### config.mk
export PLATFORM = sky130hd
export DESIGN_NAME = mem_access_unit
export DESIGN_NICKNAME = d
export VERILOG_FILES = /design/src/rtl/mem_access_unit.sv
export SDC_FILE = /design/constraint.sdc
export NUM_CORES = 1
export LEC_CHECK = 0
export CORE_MARGIN = 2
export CORE_UTILIZATION = 34
export DETAILED_ROUTE_END_ITERATION = 12
export GPL_ROUTABILITY_DRIVEN = 0
export MAX_ROUTING_LAYER = met4
export PLACE_DENSITY = 0.63
export SYNTH_ARGS = -nofsm -noshare
export SYNTH_HDL_FRONTEND = slang
export SYNTH_SLANG_ARGS = --single-unit
### constraint.sdc
create_clock -name Clk -period 1.95 [get_ports Clk]
set_clock_uncertainty 0.1 [all_clocks]
set_input_delay 0.4875 -clock Clk [delete_from_list [all_inputs] [get_ports Clk]]
set_output_delay 0.4875 -clock Clk [all_outputs]
set_load 0.02 [all_outputs]
### src/rtl/mem_access_unit.sv
// mem_access_unit
//
// Pipeline-side initiator for the word-wide data memory. Accepts one load
// or store at a time from the MEM stage and drives the memory port. The
// memory has no byte enables, so halfword and byte stores are done as a
// read-modify-write (RD then WR). Sub-word loads are extracted from the
// read word and sign- or zero-extended. Busy stalls the pipeline while an
// access is in RD or WR.
//
// Optional feature macro: MAU_MISALIGN_CHECK_EN
//   defined   : misaligned LW/SW (Addr[1:0]!=0) and LH/LHU/SH (Addr[0]=1)
//               are rejected at acceptance with Done=Fault=1 and no strobe.
//   undefined : Fault stays 0, low address bits below the access size are
//               ignored and the access proceeds normally.
//
// Ports:
//   Clk           system clock (block is posedge, memory samples negedge)
//   Reset         synchronous active-high reset
//   Req           access request, sampled only in IDLE or DONE
//   Op[2:0]       000 LW, 001 LH, 010 LHU, 011 LB, 100 LBU, 101 SW, 110 SH, 111 SB
//   Addr[31:0]    byte address
//   StoreData     store source ([7:0] for SB, [15:0] for SH)
//   Busy          stall, high in RD and WR
//   Done          one-cycle completion pulse
//   LoadData      extended load result, held until the next load completes
//   Fault         misaligned-access flag, pulses with Done
//   MemAddress    word-aligned address to memory
//   MemWriteData  write data to memory
//   MemWrite      memory write strobe
//   MemRead       memory read strobe
//   MemReadData   read data from memory

module mem_access_unit (
  input  logic        Clk,
  input  logic        Reset,
  input  logic        Req,
  input  logic [2:0]  Op,
  input  logic [31:0] Addr,
  input  logic [31:0] StoreData,
  output logic        Busy,
  output logic        Done,
  output logic [31:0] LoadData,
  output logic        Fault,
  output logic [31:0] MemAddress,
  output logic [31:0] MemWriteData,
  output logic        MemWrite,
  output logic        MemRead,
  input  logic [31:0] MemReadData
);

  localparam logic [2:0] OP_LW  = 3'b000;
  localparam logic [2:0] OP_LH  = 3'b001;
  localparam logic [2:0] OP_LHU = 3'b010;
  localparam logic [2:0] OP_LB  = 3'b011;
  localparam logic [2:0] OP_LBU = 3'b100;
  localparam logic [2:0] OP_SW  = 3'b101;
  localparam logic [2:0] OP_SH  = 3'b110;
  localparam logic [2:0] OP_SB  = 3'b111;

  typedef enum logic [1:0] {
    IDLE = 2'd0,
    RD   = 2'd1,
    WR   = 2'd2,
    DONE = 2'd3
  } state_t;

  state_t      state;
  state_t      next_state;

  logic [2:0]  op_q;
  logic [1:0]  lane_q;
  logic [15:0] store_q;

  logic        accept;
  logic        misalign;
  logic        op_is_load;
  logic [7:0]  rd_byte;
  logic [15:0] rd_half;
  logic [31:0] load_value;
  logic [31:0] merged_word;

  assign accept     = Req && ((state == IDLE) || (state == DONE));
  assign op_is_load = (op_q <= OP_LBU);

  // Alignment check on the incoming request; only meaningful when accepting.
`ifdef MAU_MISALIGN_CHECK_EN
  always_comb begin
    misalign = 1'b0;
    case (Op)
      OP_LW, OP_SW:         misalign = (Addr[1:0] != 2'b00);
      OP_LH, OP_LHU, OP_SH: misalign = Addr[0];
      default:              misalign = 1'b0;
    endcase
  end
`else
  assign misalign = 1'b0;
`endif

  // Next-state logic. Subword stores read first so the other lanes survive.
  always_comb begin
    next_state = state;
    case (state)
      IDLE, DONE: begin
        if (Req) begin
          if (misalign)        next_state = DONE;
          else if (Op == OP_SW) next_state = WR;
          else                 next_state = RD;
        end else begin
          next_state = IDLE;
        end
      end
      RD:      next_state = op_is_load ? DONE : WR;
      WR:      next_state = DONE;
      default: next_state = IDLE;
    endcase
  end

  // Little-endian lane extraction from the word returned by memory.
  always_comb begin
    rd_half = lane_q[1] ? MemReadData[31:16] : MemReadData[15:0];
    rd_byte = MemReadData[7:0];
    case (lane_q)
      2'd0: rd_byte = MemReadData[7:0];
      2'd1: rd_byte = MemReadData[15:8];
      2'd2: rd_byte = MemReadData[23:16];
      2'd3: rd_byte = MemReadData[31:24];
      default: rd_byte = MemReadData[7:0];
    endcase
  end

  // Load result with sign/zero extension.
  always_comb begin
    load_value = MemReadData;
    case (op_q)
      OP_LH:   load_value = {{16{rd_half[15]}}, rd_half};
      OP_LHU:  load_value = {16'h0000, rd_half};
      OP_LB:   load_value = {{24{rd_byte[7]}}, rd_byte};
      OP_LBU:  load_value = {24'h000000, rd_byte};
      default: load_value = MemReadData;
    endcase
  end

  // Read-modify-write merge: only the addressed lane takes the store data.
  always_comb begin
    merged_word = MemReadData;
    if (op_q == OP_SH) begin
      if (lane_q[1]) merged_word[31:16] = store_q;
      else           merged_word[15:0]  = store_q;
    end else if (op_q == OP_SB) begin
      case (lane_q)
        2'd0: merged_word[7:0]   = store_q[7:0];
        2'd1: merged_word[15:8]  = store_q[7:0];
        2'd2: merged_word[23:16] = store_q[7:0];
        2'd3: merged_word[31:24] = store_q[7:0];
        default: merged_word = MemReadData;
      endcase
    end
  end

  // State register plus registered outputs. Strobes are derived from the
  // next state so they are already valid during the RD/WR cycle itself.
  always_ff @(posedge Clk) begin
    if (Reset) begin
      state        <= IDLE;
      op_q         <= 3'b000;
      lane_q       <= 2'b00;
      store_q      <= 16'h0000;
      Busy         <= 1'b0;
      Done         <= 1'b0;
      Fault        <= 1'b0;
      MemRead      <= 1'b0;
      MemWrite     <= 1'b0;
      LoadData     <= 32'h0;
      MemAddress   <= 32'h0;
      MemWriteData <= 32'h0;
    end else begin
      state    <= next_state;
      Busy     <= (next_state == RD) || (next_state == WR);
      MemRead  <= (next_state == RD);
      MemWrite <= (next_state == WR);
      Done     <= (next_state == DONE);
      Fault    <= accept && misalign;

      if (accept) begin
        op_q       <= Op;
        lane_q     <= Addr[1:0];
        store_q    <= StoreData[15:0];
        MemAddress <= {Addr[31:2], 2'b00};
        if ((Op == OP_SW) && !misalign) MemWriteData <= StoreData;
      end

      if (state == RD) begin
        if (op_is_load) LoadData     <= load_value;
        else            MemWriteData <= merged_word;
      end
    end
  end

endmodule

==> flow_summary.ini, run 1 <==
[worst_setup_path]
crit_end = MemRead
cp_data_arrival_time_ns = 1.33
startpoint = MemRead
reg2regPathDepth = 8
critPathBufInv = 1
slowest_stage = clkdlybuf4s50_1
path_cells = clkdlybuf4s50_1
critical_path.max_fanout = 1
crit_path_end_kind = primary output
rr_startpoint = state[0]
crit_required_ns = 1.36
cp_slowest_stage_delay_ns = 0.61
path_depth = 1
cp-start-kind = flop
r2r-end = MemWriteData[15]
r2r_slack_ns = 0.08
critPathTopFamily = buffers and inverters
critPathKind = reg -> out

[global_route]
overflow = 0
grt_pass1_vias = 5652
antenna_found_initial = 0
grt_max_degree = 53
grt.total_usage = 0.214
grt_pass1_wl_mm = 31.7

[layout]
syn_to_final_growth_pct = 53.8
drive_gt1_frac = 0.170
stdcell_area_um2 = 9400
utilization = 0.529
layout.nets = 1027
antenna_cells = 0

[yosys]
ys_ff_latch = 121
netlist_top_cells_count = 130 x nand2_1, 121 x dfxtp_1, 67 x mux2i_1
synthesis.area_um2 = 6110
ys_async_sr_fraction = 0
ys_types = 54
synth_warnings = 0
synth_seq_area_share = 0.396
synth_edf_count = 0
synth_area_leaders = dfxtp_1 40%, mux2i_1 11%, nand2_1 8.0%, a21oi_1 4.4%, a211oi_1 3.8%
yosys_most_used_dff = dfxtp_1
syn_area_per_cell_um2 = 8.96
post-synth-top-count-cell = nand2_1
yosysTopAreaCellShare = 0.396
synth_largest_area_cell = dfxtp_1
syn_inst = 682

[route]
drt_wl_total_mm = 20.9
wl_per_cell_um = 18.0
first_pass_iters = 5
ant_nets = 0
drc = 0
drtIter0Drc = 498
vias_per_cell = 5.21
vias = 6036

[timing]
setup_viol = 0
worst_slew_pin_slew_ns = 0.799
tns_ns = 0
fmax_mhz = 522
hold_violations = 0
finalMaxSlewViolations = 0
fin_crit_sh = 0.982
holdWs_ns = 0.349
relSlewSlack = 0.467
period_minus_slack_ns = 1.91

[cts]
htreeDepth = 4
clk_pin_slew_ns = 0.05
worstSkewPairLatency_ns = 0.41
cts_sinks = 121
cts_tree = built
hold_buffers = 0
clockBufferDepth = 2
cts_root_buf = clkbuf_16
cts_made_buffers = 17

[job]
maxCapViolCount = 0

[power]
power_mw = 8.57
ir_drop_mv = 0.626
power.leakage_nw = 4.29
p_per_area_nw_per_um2 = 911

[floorplan]
die_h_um = 138
rows = 49
core_region_area_um2 = 17800
io-pin-count = 203
die_x_um = 138
start_util = 0.344
die-area_um2 = 19100

[run_status]
status = finished clean

[min_path]
min_path_type = reg -> reg
hp-start = MemAddress[11]

[place]
dp_hpwl_mm = 15.0
port_buffers = 199
placed_cell_area_um2 = 8740
==> layout make-up <==
class | instances | area, um2
clock buffers | 21 | 470
fillers | 1701 | 8380
multi-input cells | 496 | 3410
repair buffers | 279 | 2700
well taps | 229 | 287
inverters | 5 | 18.8
clock inverters | 8 | 97.6
flip-flops and latches | 121 | 2430
==> power by group <==
group	switching (mW)	internal (mW)
sequential	0.196	2.79
clock	1.12	1.95
combinational	1.38	1.14
total	2.69	5.88
==> routing by layer <==
layer / share of wire / up-vias / track usage / wire length (um)
met5: 0 / - / - / 0
met4: 0.017 / 0 / 0.0607 / 350
met3: 0.055 / 29 / 0.0398 / 1150
met2: 0.45 / 203 / 0.318 / 9340
met1: 0.48 / 2868 / 0.300 / 10100
li1: - / 2936 / - / -
==> cells in the final DEF, fill, tap and decap left out, types with 2 or more instances in the layout <==
cell type        Yosys  routed
o211ai_1             2       2
mux2_2               9       9
nand2_1            130     130
a211oi_1            31      29
nand3b_1             2       2
nor2b_1              7       7
o21ai_0              9       9
inv_1                5       5
and2_1               4       3
mux2_4               7       7
clkbuf_8             0       3
mux2i_1             67      65
dfxtp_1            121     120
nor2_1              59      59
a221oi_1            23      22
clkdlybuf4s50_1      0     104
clkbuf_16            0      18
o311ai_0             8       8
a2bb2oi_1            8       8
mux2i_2              0       2
nor3b_2              2       2
dlymetal6s2s_1       0      24
bufinv_16            0       2
dlygate4sd2_1        0      70
ha_1                 5       4
a311oi_1            15      15
clkinvlp_4           0       3
a211oi_2             1       3
a21o_1              17      17
mux4_2               7       7
clkinv_2             0       3
buf_12               0       9
a21oi_1             54      53
buf_4                9      70
conb_1               1       3
==> timing repair <==
item                       CTS  global route
cloned                       0             2
resized for setup           72            34
setup buffers                0             3
setup endpoints to repair   86            74
pin swaps                    0             4
==> how the worst min path moves through the flow <==
stage                      to  slack, ns  cells after the start
6_report       MemAddress[11]       0.35                      2
5_1_grt          LoadData[20]       0.35                      2
3_5_place_dp   MemAddress[10]       0.35                      2
4_1_cts          LoadData[20]       0.34                      2
3_3_place_gp   MemAddress[26]       0.34                      2
2_1_floorplan     store_q[10]       0.35                      2
==> flip-flops by register name, summed over array words and instances, names as in the netlist <==
register	cells
Busy	1
Done	1
LoadData	32
MemAddress	30
MemRead	1
MemWrite	1
MemWriteData	32
lane_q	2
op_q	3
state	2
store_q	16
==> kinds of logic (layout without fill, tap and decap cells) <==
family                   count (synthesis)  count (layout)  synth area share
AO/OA/AOI/OAI                          179             179             0.211
other                                    1               3          0.000614
buffers and inverters                   67             313            0.0575
adder cells (fa/ha/maj)                  5               5            0.0102
AND/OR/NAND/NOR                        218             218             0.154
multiplexers                            90              90             0.169
flip-flops                             121             121             0.396
XOR/XNOR                                 1               1           0.00143
==> per-stage QoR <==
stage	worst slack, ns	std cells
after CTS	0.000629	1154
final	0.0356	1159
after floorplan	0.127	684
after detailed placement	-0.416	1125
after global routing	-0.0159	1159
after global placement	-0.378	1125
Power figures use the tool's default switching activity.
==> inputs of run 2 (changes only) <==
--- a/config.mk
+++ b/config.mk
@@ -5,12 +5,14 @@
 export SDC_FILE = /design/constraint.sdc
 export NUM_CORES = 1
 export LEC_CHECK = 0
+export CELL_PAD_IN_SITES_DETAIL_PLACEMENT = 0
+export CELL_PAD_IN_SITES_GLOBAL_PLACEMENT = 1
 export CORE_MARGIN = 2
-export CORE_UTILIZATION = 34
+export CORE_UTILIZATION = 31
 export DETAILED_ROUTE_END_ITERATION = 12
 export GPL_ROUTABILITY_DRIVEN = 0
 export MAX_ROUTING_LAYER = met4
-export PLACE_DENSITY = 0.63
+export PLACE_DENSITY = 0.76
 export SYNTH_ARGS = -nofsm -noshare
 export SYNTH_HDL_FRONTEND = slang
 export SYNTH_SLANG_ARGS = --single-unit
==> flow_summary.ini, run 2 (synthesis gave the netlist of run 1 again) <==
[run_status]
status = finished clean

[floorplan]
io-pin-count = 203
start_util = 0.315
rows = 51
die_h_um = 144
core_region_area_um2 = 19400
die_x_um = 144
die-area_um2 = 20900

[cts]
cts_tree = built
cts_root_buf = clkbuf_16
clk_pin_slew_ns = 0.06
cts_sinks = 121
hold_buffers = 0
clockBufferDepth = 2
cts_made_buffers = 17
worstSkewPairLatency_ns = 0.42
htreeDepth = 4

[route]
vias = 6028
drt_wl_total_mm = 21.7
wl_per_cell_um = 18.0
drc = 0
vias_per_cell = 5.01
first_pass_iters = 5
ant_nets = 0
drtIter0Drc = 426

[worst_setup_path]
cp_slowest_stage_delay_ns = 0.60
critical_path.max_fanout = 1
reg2regPathDepth = 8
cp_data_arrival_time_ns = 1.32
crit_required_ns = 1.36
crit_path_end_kind = primary output
critPathTopFamily = buffers and inverters
path_depth = 1
slowest_stage = clkdlybuf4s50_1
cp-start-kind = flop
path_cells = clkdlybuf4s50_1
critPathBufInv = 1
critPathKind = reg -> out

[place]
dp_hpwl_mm = 15.4
port_buffers = 199
dp_slack_ns = -0.323

[global_route]
overflow = 0
grt.total_usage = 0.207
grt_pass1_wl_mm = 31.9
grt_pass1_vias = 5681
grt_max_degree = 46
antenna_found_initial = 0

[timing]
fmax_mhz = 525
fin_crit_sh = 0.976
rsz0062_at_grt = yes
hold_violations = 0
holdWs_ns = 0.351
period_minus_slack_ns = 1.90
relSlewSlack = 0.491
setup_viol = 0
worst_slew_pin_slew_ns = 0.763
finalMaxSlewViolations = 0
worst_slack_ns = 0.0462

[job]
maxCapViolCount = 0

[layout]
utilization = 0.488
syn_to_final_growth_pct = 54.8
drive_gt1_frac = 0.184
antenna_cells = 0
reg_top3 = LoadData x32, MemWriteData x32, MemAddress x30
final_common_cell = nand2_1
final_cell_mix = 130 x nand2_1, 119 x dfxtp_1, 103 x clkdlybuf4s50_1
layout.nets = 1031

[power]
p_per_area_nw_per_um2 = 915
power.leakage_nw = 4.09
ir_drop_mv = 0.609

[min_path]
min_path_type = reg -> reg
worstHoldPathCells = 2
run 2: cell count changes in the layout (fill, tap and decap cells not counted), moves of 2 or more:
cell            delta
a221oi_1           -3
dlygate4sd2_1     +18
mux2i_1            -2
buf_4              +4
a221oi_2           +3
buf_12             -3
dlymetal6s2s_1    -17
run 2: worst paths after layout:
path	startpoint	to	slack, ns
setup / recovery	MemWrite	MemWrite	0.05
hold / removal	MemAddress[28]	MemAddress[28]	0.35
setup reg to reg	state[0]	MemWriteData[28]	0.06
hold reg to reg	MemAddress[28]	MemAddress[28]	0.35
run 2: power by group:
| group | leakage, nW | switching (mW) | internal, mW | total [mW] |
|---|---|---|---|---|
| Combinational | 2.82 | 1.38 | 1.12 | 2.50 |
| Sequential | 0.990 | 0.203 | 2.79 | 2.99 |
| Clock | 0.279 | 1.19 | 1.98 | 3.17 |
run 2: through the flow:
| stage | std cells | power, mW | area [um2] | setup TNS, ns |
|---|---|---|---|---|
| 2_1_floorplan | 684 | 4.44 | 6120 | 0 |
| 3_3_place_gp | 1163 | 5.62 | 8760 | -13.83 |
| 3_5_place_dp | 1163 | 5.63 | 8760 | -14.26 |
| 4_1_cts | 1195 | 8.68 | 9250 | 0 |
| 5_1_grt | 1202 | 9.09 | 9460 | -0.264 |
| 6_report | 1202 | 8.66 | 9460 | 0 |
run 2: layer usage:
| layer | wire length, um | global-route usage |
|---|---|---|
| met1 | 9770 | 0.279 |
| met2 | 10200 | 0.313 |
| met3 | 1350 | 0.0457 |
| met4 | 350 | 0.0608 |
| met5 | 0 | - |
run 2: what timing repair did:
item	4_1_cts	5_1_grt
resized for setup	90	29
pin swaps	0	7
buffers inserted	0	4
gates cloned	0	3
endpoints found under the setup margin	90	57
run 2: tightest hold or removal path, delay by kind of cell (launching register included):
kind             cells  cell delay, ns
AO/OA/AOI/OAI        1            0.05
AND/OR/NAND/NOR      1            0.05
flip-flops           1            0.30
run 2: layout make-up:
| cell class | instances | area [um2] |
|---|---|---|
| multi-input combinational | 496 | 3440 |
| clock buffer | 22 | 474 |
| timing repair buffer | 283 | 2650 |
| inverter | 5 | 18.8 |
| sequential | 121 | 2430 |
| fill | 1916 | 9940 |
| tap | 265 | 332 |
| clock inverter | 10 | 118 |
==> inputs of run 3 (changes only) <==
--- a/config.mk
+++ b/config.mk
@@ -16,3 +16,4 @@
 export SYNTH_ARGS = -nofsm -noshare
 export SYNTH_HDL_FRONTEND = slang
 export SYNTH_SLANG_ARGS = --single-unit
+export TNS_END_PERCENT = 1
==> flow_summary.ini, run 3 (synthesis gave the netlist of run 1 again) <==
[floorplan]
start_util = 0.315
die-area_um2 = 20900
die_h_um = 144
rows = 51
die_x_um = 144
core_region_area_um2 = 19400
io-pin-count = 203

[timing]
period_minus_slack_ns = 1.94
hold_violations = 0
finalMaxSlewViolations = 0
tns_ns = 0
rsz0062_at_grt = yes
fmax_mhz = 517
worst_slack_ns = 0.0143
fin_crit_sh = 0.993
holdWs_ns = 0.350
relSlewSlack = 0.535
setup_viol = 0
worst_slew_pin_slew_ns = 0.698

[cts]
worstSkewPairLatency_ns = 0.42
cts_root_buf = clkbuf_16
htreeDepth = 4
clockBufferDepth = 2
cts_sinks = 121
cts_tree = built
clk_pin_slew_ns = 0.06
cts_made_buffers = 17
post_cts_buffers = 0

[layout]
reg_top3 = LoadData x32, MemWriteData x32, MemAddress x30
final_common_cell = nand2_1
drive_gt1_frac = 0.168
syn_to_final_growth_pct = 52.3
utilization = 0.480
final_cell_mix = 130 x nand2_1, 119 x dfxtp_1, 103 x clkdlybuf4s50_1
fillerInstances = 1930
layout.nets = 1024
stdcell_count = 1195
antenna_cells = 0
stdcell_area_um2 = 9310

[route]
vias_per_cell = 4.94
vias = 5901
ant_nets = 0
first_pass_iters = 4
wl_per_cell_um = 17.6
drc = 0
drtIter0Drc = 445
drt_wl_total_mm = 21.1

[place]
dp_slack_ns = -0.323
port_buffers = 199
place_inst = 1163
placed_cell_area_um2 = 8760
dp_hpwl_mm = 15.4

[run_status]
status = finished clean

[power]
power_mw = 8.61
p_per_area_nw_per_um2 = 925
ir_drop_mv = 0.604
power.leakage_nw = 4.04

[global_route]
grt_pass1_vias = 5681
antenna_found_initial = 0
overflow = 0
grt_pass1_wl_mm = 31.9
grt_max_degree = 46
grt.total_usage = 0.207

[worst_setup_path]
critPathKind = reg -> reg
critical_path.max_fanout = 32
crit_path_end_kind = flop
crit_required_ns = 2.16
cp_data_arrival_time_ns = 2.15
cp-start-kind = flop

[min_path]
min_path_type = reg -> reg

[job]
maxCapViolCount = 0
## run 3: cell types whose count changed in the layout (fill, tap and decap cells not counted), sizes merged
| cell | change |
|---|---|
| clkbuf | -2 |
| buf | -5 |
## run 3: area by class of cell
type	instances	area, um2	area share
flip-flops and latches	121	2430	0.261
inverters	5	18.8	0.00202
well taps	265	332	0.0356
clock inverters	10	118	0.0126
repair buffers	276	2550	0.274
clock buffers	22	474	0.0510
multi-input cells	496	3380	0.364
## run 3: worst paths after layout
check | start | endpoint | slack (ns) | cells after the start
min | MemAddress[15] | MemAddress[15] | 0.35 | 2
max reg2reg | state[0] | MemWriteData[28] | 0.01 | 7
max | state[0] | MemWriteData[28] | 0.01 | 7
min reg2reg | MemAddress[15] | MemAddress[15] | 0.35 | 2
## run 3: per-layer routing
metal | part of all wire | wire [um] | track usage
met5 | 0 | 0 | -
met4 | 0.016 | 340 | 0.0608
met3 | 0.055 | 1150 | 0.0457
met2 | 0.47 | 9900 | 0.313
met1 | 0.46 | 9690 | 0.279
## run 3: timing repair
item | in CTS | in global routing
pin swaps | 0 | 6
endpoints found under the setup margin | 90 | 57
hold buffers | 0 | 0
resized for setup | 90 | 16
gates cloned | 0 | 0
## run 3: where the power goes
part	switching, mW	internal, mW	leakage (nW)
Sequential	0.200	2.79	0.990
Combinational	1.36	1.09	2.77
Clock	1.19	1.98	0.279
Total	2.75	5.86	4.04
## run 3: worst max-delay path, cell delays in order (launching register included)
cell	delay, ns
dfxtp_1	0.35
inv_1	0.05
ha_1	0.33
nand2_2	0.10
nor3_4	0.16
buf_12	0.28
mux2i_1	0.13
a221oi_1	0.31
